File: src/rtl/dcache_mem_port.sv
// rtl/dcache_mem_port.sv - D$ memory port: 4-beat line refill and single-word drain over pipelined Wishbone
module dcache_mem_port #(
    parameter int ADDR_W = 32
) (
    input  logic              clk_i,
    input  logic              rst_i,
    input  logic              refill_req_i,
    output logic              refill_ready_o,
    input  logic [ADDR_W-1:0] refill_addr_i,
    output logic [127:0]      refill_line_o,
    output logic              refill_done_o,
    output logic              refill_err_o,
    input  logic              drain_valid_i,
    output logic              drain_ready_o,
    input  logic [ADDR_W-1:0] drain_addr_i,
    input  logic [31:0]       drain_data_i,
    input  logic [3:0]        drain_sel_i,
    output logic              drain_done_o,
    output logic              drain_err_o,
    output logic              mem_cyc_o,
    output logic              mem_stb_o,
    output logic              mem_we_o,
    output logic [ADDR_W-3:0] mem_addr_o,
    output logic [3:0]        mem_sel_o,
    output logic [31:0]       mem_wdata_o,
    input  logic [31:0]       mem_rdata_i,
    input  logic              mem_ack_i,
    input  logic              mem_err_i,
    input  logic              mem_stall_i
);

    typedef enum logic [1:0] {IDLE, READ, WRITE} state_t;

    state_t            state_q, state_d;
    logic [2:0]        issue_cnt_q, issue_cnt_d;
    logic [1:0]        ack_cnt_q, ack_cnt_d;
    logic              err_q, err_d;
    logic              issued_q, issued_d;
    logic [ADDR_W-3:0] base_q, base_d;
    logic [31:0]       wdata_q, wdata_d;
    logic [3:0]        sel_q, sel_d;
    logic [127:0]      line_q, line_d;
    logic              refill_done_q, refill_done_d;
    logic              refill_err_q, refill_err_d;
    logic              drain_done_q, drain_done_d;
    logic              drain_err_q, drain_err_d;

    logic              resp;
    logic [31:0]       beat_data;
    logic              unused_addr_bits;

    assign unused_addr_bits = ^{refill_addr_i[3:0], drain_addr_i[1:0]};

    // Only responses inside an open cycle count; errored beats install as zero.
    assign resp      = mem_cyc_o & (mem_ack_i | mem_err_i);
    assign beat_data = mem_err_i ? 32'h0 : mem_rdata_i;

    assign refill_line_o = line_q;
    assign refill_done_o = refill_done_q;
    assign refill_err_o  = refill_err_q;
    assign drain_done_o  = drain_done_q;
    assign drain_err_o   = drain_err_q;

    always_comb begin
        refill_ready_o = 1'b0;
        drain_ready_o  = 1'b0;
        mem_cyc_o      = 1'b0;
        mem_stb_o      = 1'b0;
        mem_we_o       = 1'b0;
        mem_addr_o     = '0;
        mem_sel_o      = 4'h0;
        mem_wdata_o    = 32'h0;
        case (state_q)
            IDLE: begin
                refill_ready_o = !rst_i;
                drain_ready_o  = !rst_i && !refill_req_i;
            end
            READ: begin
                mem_cyc_o  = 1'b1;
                mem_stb_o  = (issue_cnt_q < 3'd4);
                mem_addr_o = {base_q[ADDR_W-3:2], issue_cnt_q[1:0]};
                mem_sel_o  = 4'hF;
            end
            WRITE: begin
                mem_cyc_o   = 1'b1;
                mem_we_o    = 1'b1;
                mem_stb_o   = !issued_q;
                mem_addr_o  = base_q;
                mem_sel_o   = sel_q;
                mem_wdata_o = wdata_q;
            end
            default: ;
        endcase
    end

    always_comb begin
        state_d       = state_q;
        issue_cnt_d   = issue_cnt_q;
        ack_cnt_d     = ack_cnt_q;
        err_d         = err_q;
        issued_d      = issued_q;
        base_d        = base_q;
        wdata_d       = wdata_q;
        sel_d         = sel_q;
        line_d        = line_q;
        refill_done_d = 1'b0;
        refill_err_d  = 1'b0;
        drain_done_d  = 1'b0;
        drain_err_d   = 1'b0;
        case (state_q)
            IDLE: begin
                if (refill_req_i) begin
                    base_d      = {refill_addr_i[ADDR_W-1:4], 2'b00};
                    issue_cnt_d = 3'd0;
                    ack_cnt_d   = 2'd0;
                    err_d       = 1'b0;
                    state_d     = READ;
                end else if (drain_valid_i) begin
                    base_d   = drain_addr_i[ADDR_W-1:2];
                    wdata_d  = drain_data_i;
                    sel_d    = drain_sel_i;
                    issued_d = 1'b0;
                    state_d  = WRITE;
                end
            end
            READ: begin
                if (mem_stb_o && !mem_stall_i) begin
                    issue_cnt_d = issue_cnt_q + 3'd1;
                end
                if (resp) begin
                    line_d[{ack_cnt_q, 5'd0} +: 32] = beat_data;
                    ack_cnt_d = ack_cnt_q + 2'd1;
                    err_d     = err_q | mem_err_i;
                    if (ack_cnt_q == 2'd3) begin
                        state_d       = IDLE;
                        refill_done_d = 1'b1;
                        refill_err_d  = err_q | mem_err_i;
                    end
                end
            end
            WRITE: begin
                if (!issued_q && !mem_stall_i) begin
                    issued_d = 1'b1;
                end
                if (resp) begin
                    state_d      = IDLE;
                    drain_done_d = 1'b1;
                    drain_err_d  = mem_err_i;
                end
            end
            default: state_d = IDLE;
        endcase
    end

    always_ff @(posedge clk_i or posedge rst_i) begin
        if (rst_i) begin
            state_q       <= IDLE;
            issue_cnt_q   <= 3'd0;
            ack_cnt_q     <= 2'd0;
            err_q         <= 1'b0;
            issued_q      <= 1'b0;
            base_q        <= '0;
            wdata_q       <= 32'h0;
            sel_q         <= 4'h0;
            line_q        <= 128'h0;
            refill_done_q <= 1'b0;
            refill_err_q  <= 1'b0;
            drain_done_q  <= 1'b0;
            drain_err_q   <= 1'b0;
        end else begin
            state_q       <= state_d;
            issue_cnt_q   <= issue_cnt_d;
            ack_cnt_q     <= ack_cnt_d;
            err_q         <= err_d;
            issued_q      <= issued_d;
            base_q        <= base_d;
            wdata_q       <= wdata_d;
            sel_q         <= sel_d;
            line_q        <= line_d;
            refill_done_q <= refill_done_d;
            refill_err_q  <= refill_err_d;
            drain_done_q  <= drain_done_d;
            drain_err_q   <= drain_err_d;
        end
    end

endmodule

File: config.mk
export PLATFORM = sky130hd
export DESIGN_NAME = dcache_mem_port
export DESIGN_NICKNAME = d
export VERILOG_FILES = /design/src/rtl/dcache_mem_port.sv
export SDC_FILE = /design/constraint.sdc
export NUM_CORES = 1
export LEC_CHECK = 0
export BUFFER_PORTS_ARGS = -buffer_cell sky130_fd_sc_hd__buf_2
export CORE_UTILIZATION = 27
export CTS_CLUSTER_SIZE = 28
export DETAILED_ROUTE_END_ITERATION = 10
export RECOVER_POWER = 50
export SLEW_MARGIN = 20
export SYNTH_ARGS = -nofsm -noshare
export SYNTH_HDL_FRONTEND = slang
export SYNTH_SLANG_ARGS = --single-unit
export TNS_END_PERCENT = 1
File: constraint.sdc
create_clock -name clk_i -period 7.85 [get_ports clk_i]
set_clock_uncertainty 0.2 [all_clocks]
set_input_delay 2.355 -clock clk_i [delete_from_list [all_inputs] [get_ports clk_i]]
set_output_delay 2.355 -clock clk_i [all_outputs]
set_load 0.02 [all_outputs]
==> results summary <==
The run finished, with violations left. The final reports fail on capacitance limit, slew limit. Each instance of the synthesized netlist takes up on average 11.6 µm². The post-synthesis instance area came out at 0.00954 mm². The design draws 4.05 mW. The register area share after synthesis came out at between 50% and 60%. The initial antenna violation count was 1. The initial core utilization is 27.6%. The number of DRC markers after the initial detailed-route iteration is 345. The worst IR drop on VDD came out at 0.187 mV. The dominant combinational cell family by area after synthesis is compound AO/OA/AOI/OAI gates. The clock transition time at the flip-flop clock pins of the worst setup and hold paths is 0.06 ns.

The beginning of the worst register-to-register path is state_q[1]. After detailed routing, the number of remaining DRC violations is 0. The clock tree root buffer cell is sky130_fd_sc_hd__clkbuf_16. In this run the worst hold path is classified as reg2reg. Across every metal layer, demand over resource in global routing totals 14.9%. For this run, the leading register cell type out of synthesis is sky130_fd_sc_hd__dfrtp_1. After routing, the total negative slack on setup checks comes to 0 ns.

The part of the total power dissipated in combinational logic came out at between 30% and 40%. Walking the worst path, the cells encountered are buf_2 > clkbuf_1 > o21ai_0 > buf_16 > o21ai_0. In the synthesized netlist the async set-or-reset flop fraction comes to between 90% and 100%. The worst hold slack across all endpoints is 0.268 ns. The post-layout minimum cycle time came out at 6.09 ns.

TritonCTS built the clock tree. In this run the most critical hold path is launched from refill_line_o[127]. The final net count came out at 1282.

The worst path required time is 8.07 ns. Multiplexer cells account for 7.41% of the synthesized area. The adder and majority cell fraction of the synthesized area is 1.18%. After detailed routing, the number of vias per cell comes to between 4 and 5. The part of the power in registers came out at between 30% and 40%. STA classifies the critical path startpoint as an input port.

The maximum buffer depth of the clock tree came out at 3. The achievable frequency came out at 0.164 GHz. The final cycle utilization of the critical path came out at 77.6%.

By instance count, the cell type seen most on the critical path is sky130_fd_sc_hd__o21ai_0. Setup violations remaining at the end of the flow were counted as 0. The biggest cell delay along the critical path is 1.61 ns. The number of storage elements in the synthesis netlist is 207.

Input and output buffers added on the ports amount to 335. The number of synthesis warnings is 0. The number of inserted diodes came out at 0. The first-pass GRT wire length came out at about 42000 µm.

Across the run, the number of max-cap violations was 4. The post-synthesis cell type count came out at 39. The leading cell type by number of instances after synthesis is sky130_fd_sc_hd__dfrtp_1. Yosys mapped a number of flops with a built-in enable equal to 0. The synthesized netlist devotes between 10% and 20% of its cell area to compound gates. The total count of hold-check failures in the final report came out at 0.

The maximum fanout encountered on the critical timing path is 38. The number of routed nets with antenna violations is 0. The core occupancy in the finished layout came out at 35.5%. The number of buffers and inverters on the critical path is 3.

The leakage power is ~5.9 nW. The total core area is 0.0346 mm². The HPWL after detailed placement is 18000 µm.

The share of the synthesized area in the top cell type is 54.3%. The area overhead of the layout relative to synthesis came out at 29.0%. The setup fix buffers added after clock tree synthesis is 0. The pin count of the biggest net entering global routing came out at 161. The overall die height came out at approximately 190 µm. The clock sink count is about 210.

The instance count of the mapped netlist is 826. The top cell family by delay on the critical path is buffers and inverters. The internal power came out at between 2 and 3 mW. The number of search-and-repair iterations in the first detailed-routing pass came out at 4. The worst max-slew margin expressed relative to the limit is -56.2%. The number of gates resized after cts is 0.

The clock network burns roughly 29% of the power. The slowest stage of the critical path belongs to the cell sky130_fd_sc_hd__clkbuf_1. The average wire per standard cell is 17.1 µm. The global route total overflow is 0.

The worst-skew pair later-pin latency is between 0.5 and 0.6 ns. The data arrival time of the critical path came out at 6.32 ns. The total number of placement rows came out at 68.

For the pin with the worst max-slew slack, the measured transition is between 2 and 2.5 ns. The number of top-level pins is 342. At the end of routability-driven placement, the weighted congestion stood at around 0.76. The setup path with the least slack is of type in2reg. sky130_fd_sc_hd__dfrtp_1 takes more of the synthesized area than any other cell. The cell area power density came out at 329 mW/mm².

Setup repair after global routing left no endpoint under its margin. The number of max-slew violations in the final report is around 130. Net switching is 37.4% of the power. The net switching power came out at ~1.5 mW. Yosys attributes the largest share of cell area to sky130_fd_sc_hd__dfrtp_1 54%, sky130_fd_sc_hd__o31ai_2 10%, sky130_fd_sc_hd__nand2_1 6.3%. The die is 190 µm wide. The number of hold buffers added after cts came out at 0.

The via count of the first global-routing pass came out at between 7000 and 8000. The kind of capture point of the worst setup path is a flip-flop. The die footprint came out at around 0.036 mm².

The number of levels in the clock H-tree came out at 1. In the final layout, the share of cells above drive strength 1 is 38.5%. The commonest cells after synthesis are 207 x sky130_fd_sc_hd__dfrtp_1, 160 x sky130_fd_sc_hd__nand2_1, 76 x sky130_fd_sc_hd__o31ai_2. The basic-gate share of the synthesized area counting and, or, nand and nor cells came out at between 10% and 20%. The number of vias after detailed routing is 7261. The xor and xnor area share after synthesis is 0%.

The total routed wirelength came out at 27500 µm. The total clock buffers created by CTS came out at 24. The net count after synthesis came out at 974.

The critical path starts at refill_req_i.
## area by class of cell
type	count	area, µm²
inverter	8	31.3
sequential	207	5180
timing repair buffer	350	1730
multi-input combinational	543	3980
clock buffer	35	693
tap	455	569
clock inverter	8	121
fill	3513	22300
## power by group through the flow
stage / registers (mW) / logic (mW) / clock network (mW)
3_3_place_gp: 1.48 / 1.40 / 0
4_1_cts: 1.47 / 1.43 / 1.20
5_1_grt: 1.51 / 1.55 / 1.24
2_1_floorplan: 1.55 / 0.910 / 0
6_report: 1.47 / 1.42 / 1.16
3_5_place_dp: 1.48 / 1.43 / 0
## registers in the layout, indices dropped and copies added (netlist names)
signal	flops
drain_done_o	1
base_q	30
err_q	1
sel_q	4
issued_q	1
wdata_q	32
drain_err_o	1
ack_cnt_q	2
issue_cnt_q	3
refill_err_o	1
refill_line_o	128
state_q	2
refill_done_o	1
## worst register-to-register path, stage by stage (launching register included)
cell	delay [ns]
sky130_fd_sc_hd__dfrtp_1	0.38
sky130_fd_sc_hd__inv_1	0.10
sky130_fd_sc_hd__ha_1	0.36
sky130_fd_sc_hd__o21ai_0	0.85
sky130_fd_sc_hd__buf_16	0.54
sky130_fd_sc_hd__o21ai_0	0.22
## per-stage QoR
stage | cell area [µm²] | setup WS (ns) | std cells
2_1_floorplan | 9550 | 2.31 | 826
3_3_place_gp | 11600 | 2.21 | 1561
3_5_place_dp | 11600 | 2.22 | 1561
4_1_cts | 12400 | 2.17 | 1604
5_1_grt | 12300 | 1.25 | 1606
6_report | 12300 | 1.76 | 1606
## path summary, 6_finish.rpt
kind                                       to  slack (ns)  cells after the start
max                                base_q[18]        1.76                      5
min                        refill_line_o[127]        0.27                      2
max reg2reg                        base_q[18]        5.11                      5
min reg2reg                refill_line_o[127]        0.27                      2
max in group asynchronous         wdata_q[11]        3.68                      3
min in group asynchronous          base_q[29]        1.72                      2
## placed cells by master (no fill, tap or decap), drive strengths merged, types with 2 or more instances in the layout
master,netlist,routed
bufinv,0,3
nor2b,4,4
nand3b,4,4
o31ai,130,130
inv,8,7
clkbuf,22,101
dfrtp,207,207
clkinv,0,4
a32o,3,3
buf,46,284
ha,9,9
mux2i,29,29
and2,63,63
a21oi,3,3
o21a,6,6
o21ai,30,30
clkinvlp,0,2
a22o,2,2
o2111ai,4,4
nand2,160,160
mux2,37,37
nor2,6,6
a22oi,3,3
nand2b,39,39
## layer usage
layer,up-vias,global-route usage [%],wire [µm]
li1,3508,-,-
met5,-,0,12
met3,41,3.67,1950
met2,278,24.1,12700
met4,2,4.13,666
met1,3432,19.5,12200
## cell families (layout without fill, tap and decap cells)
family,after synthesis,count (layout)
multiplexers,66,66
AND/OR/NAND/NOR,279,279
adder cells (fa/ha/maj),9,9
AO/OA/AOI/OAI,189,189
flip-flops,207,207
buffers and inverters,76,401
No activity file was read; power rests on OpenSTA's default activity.
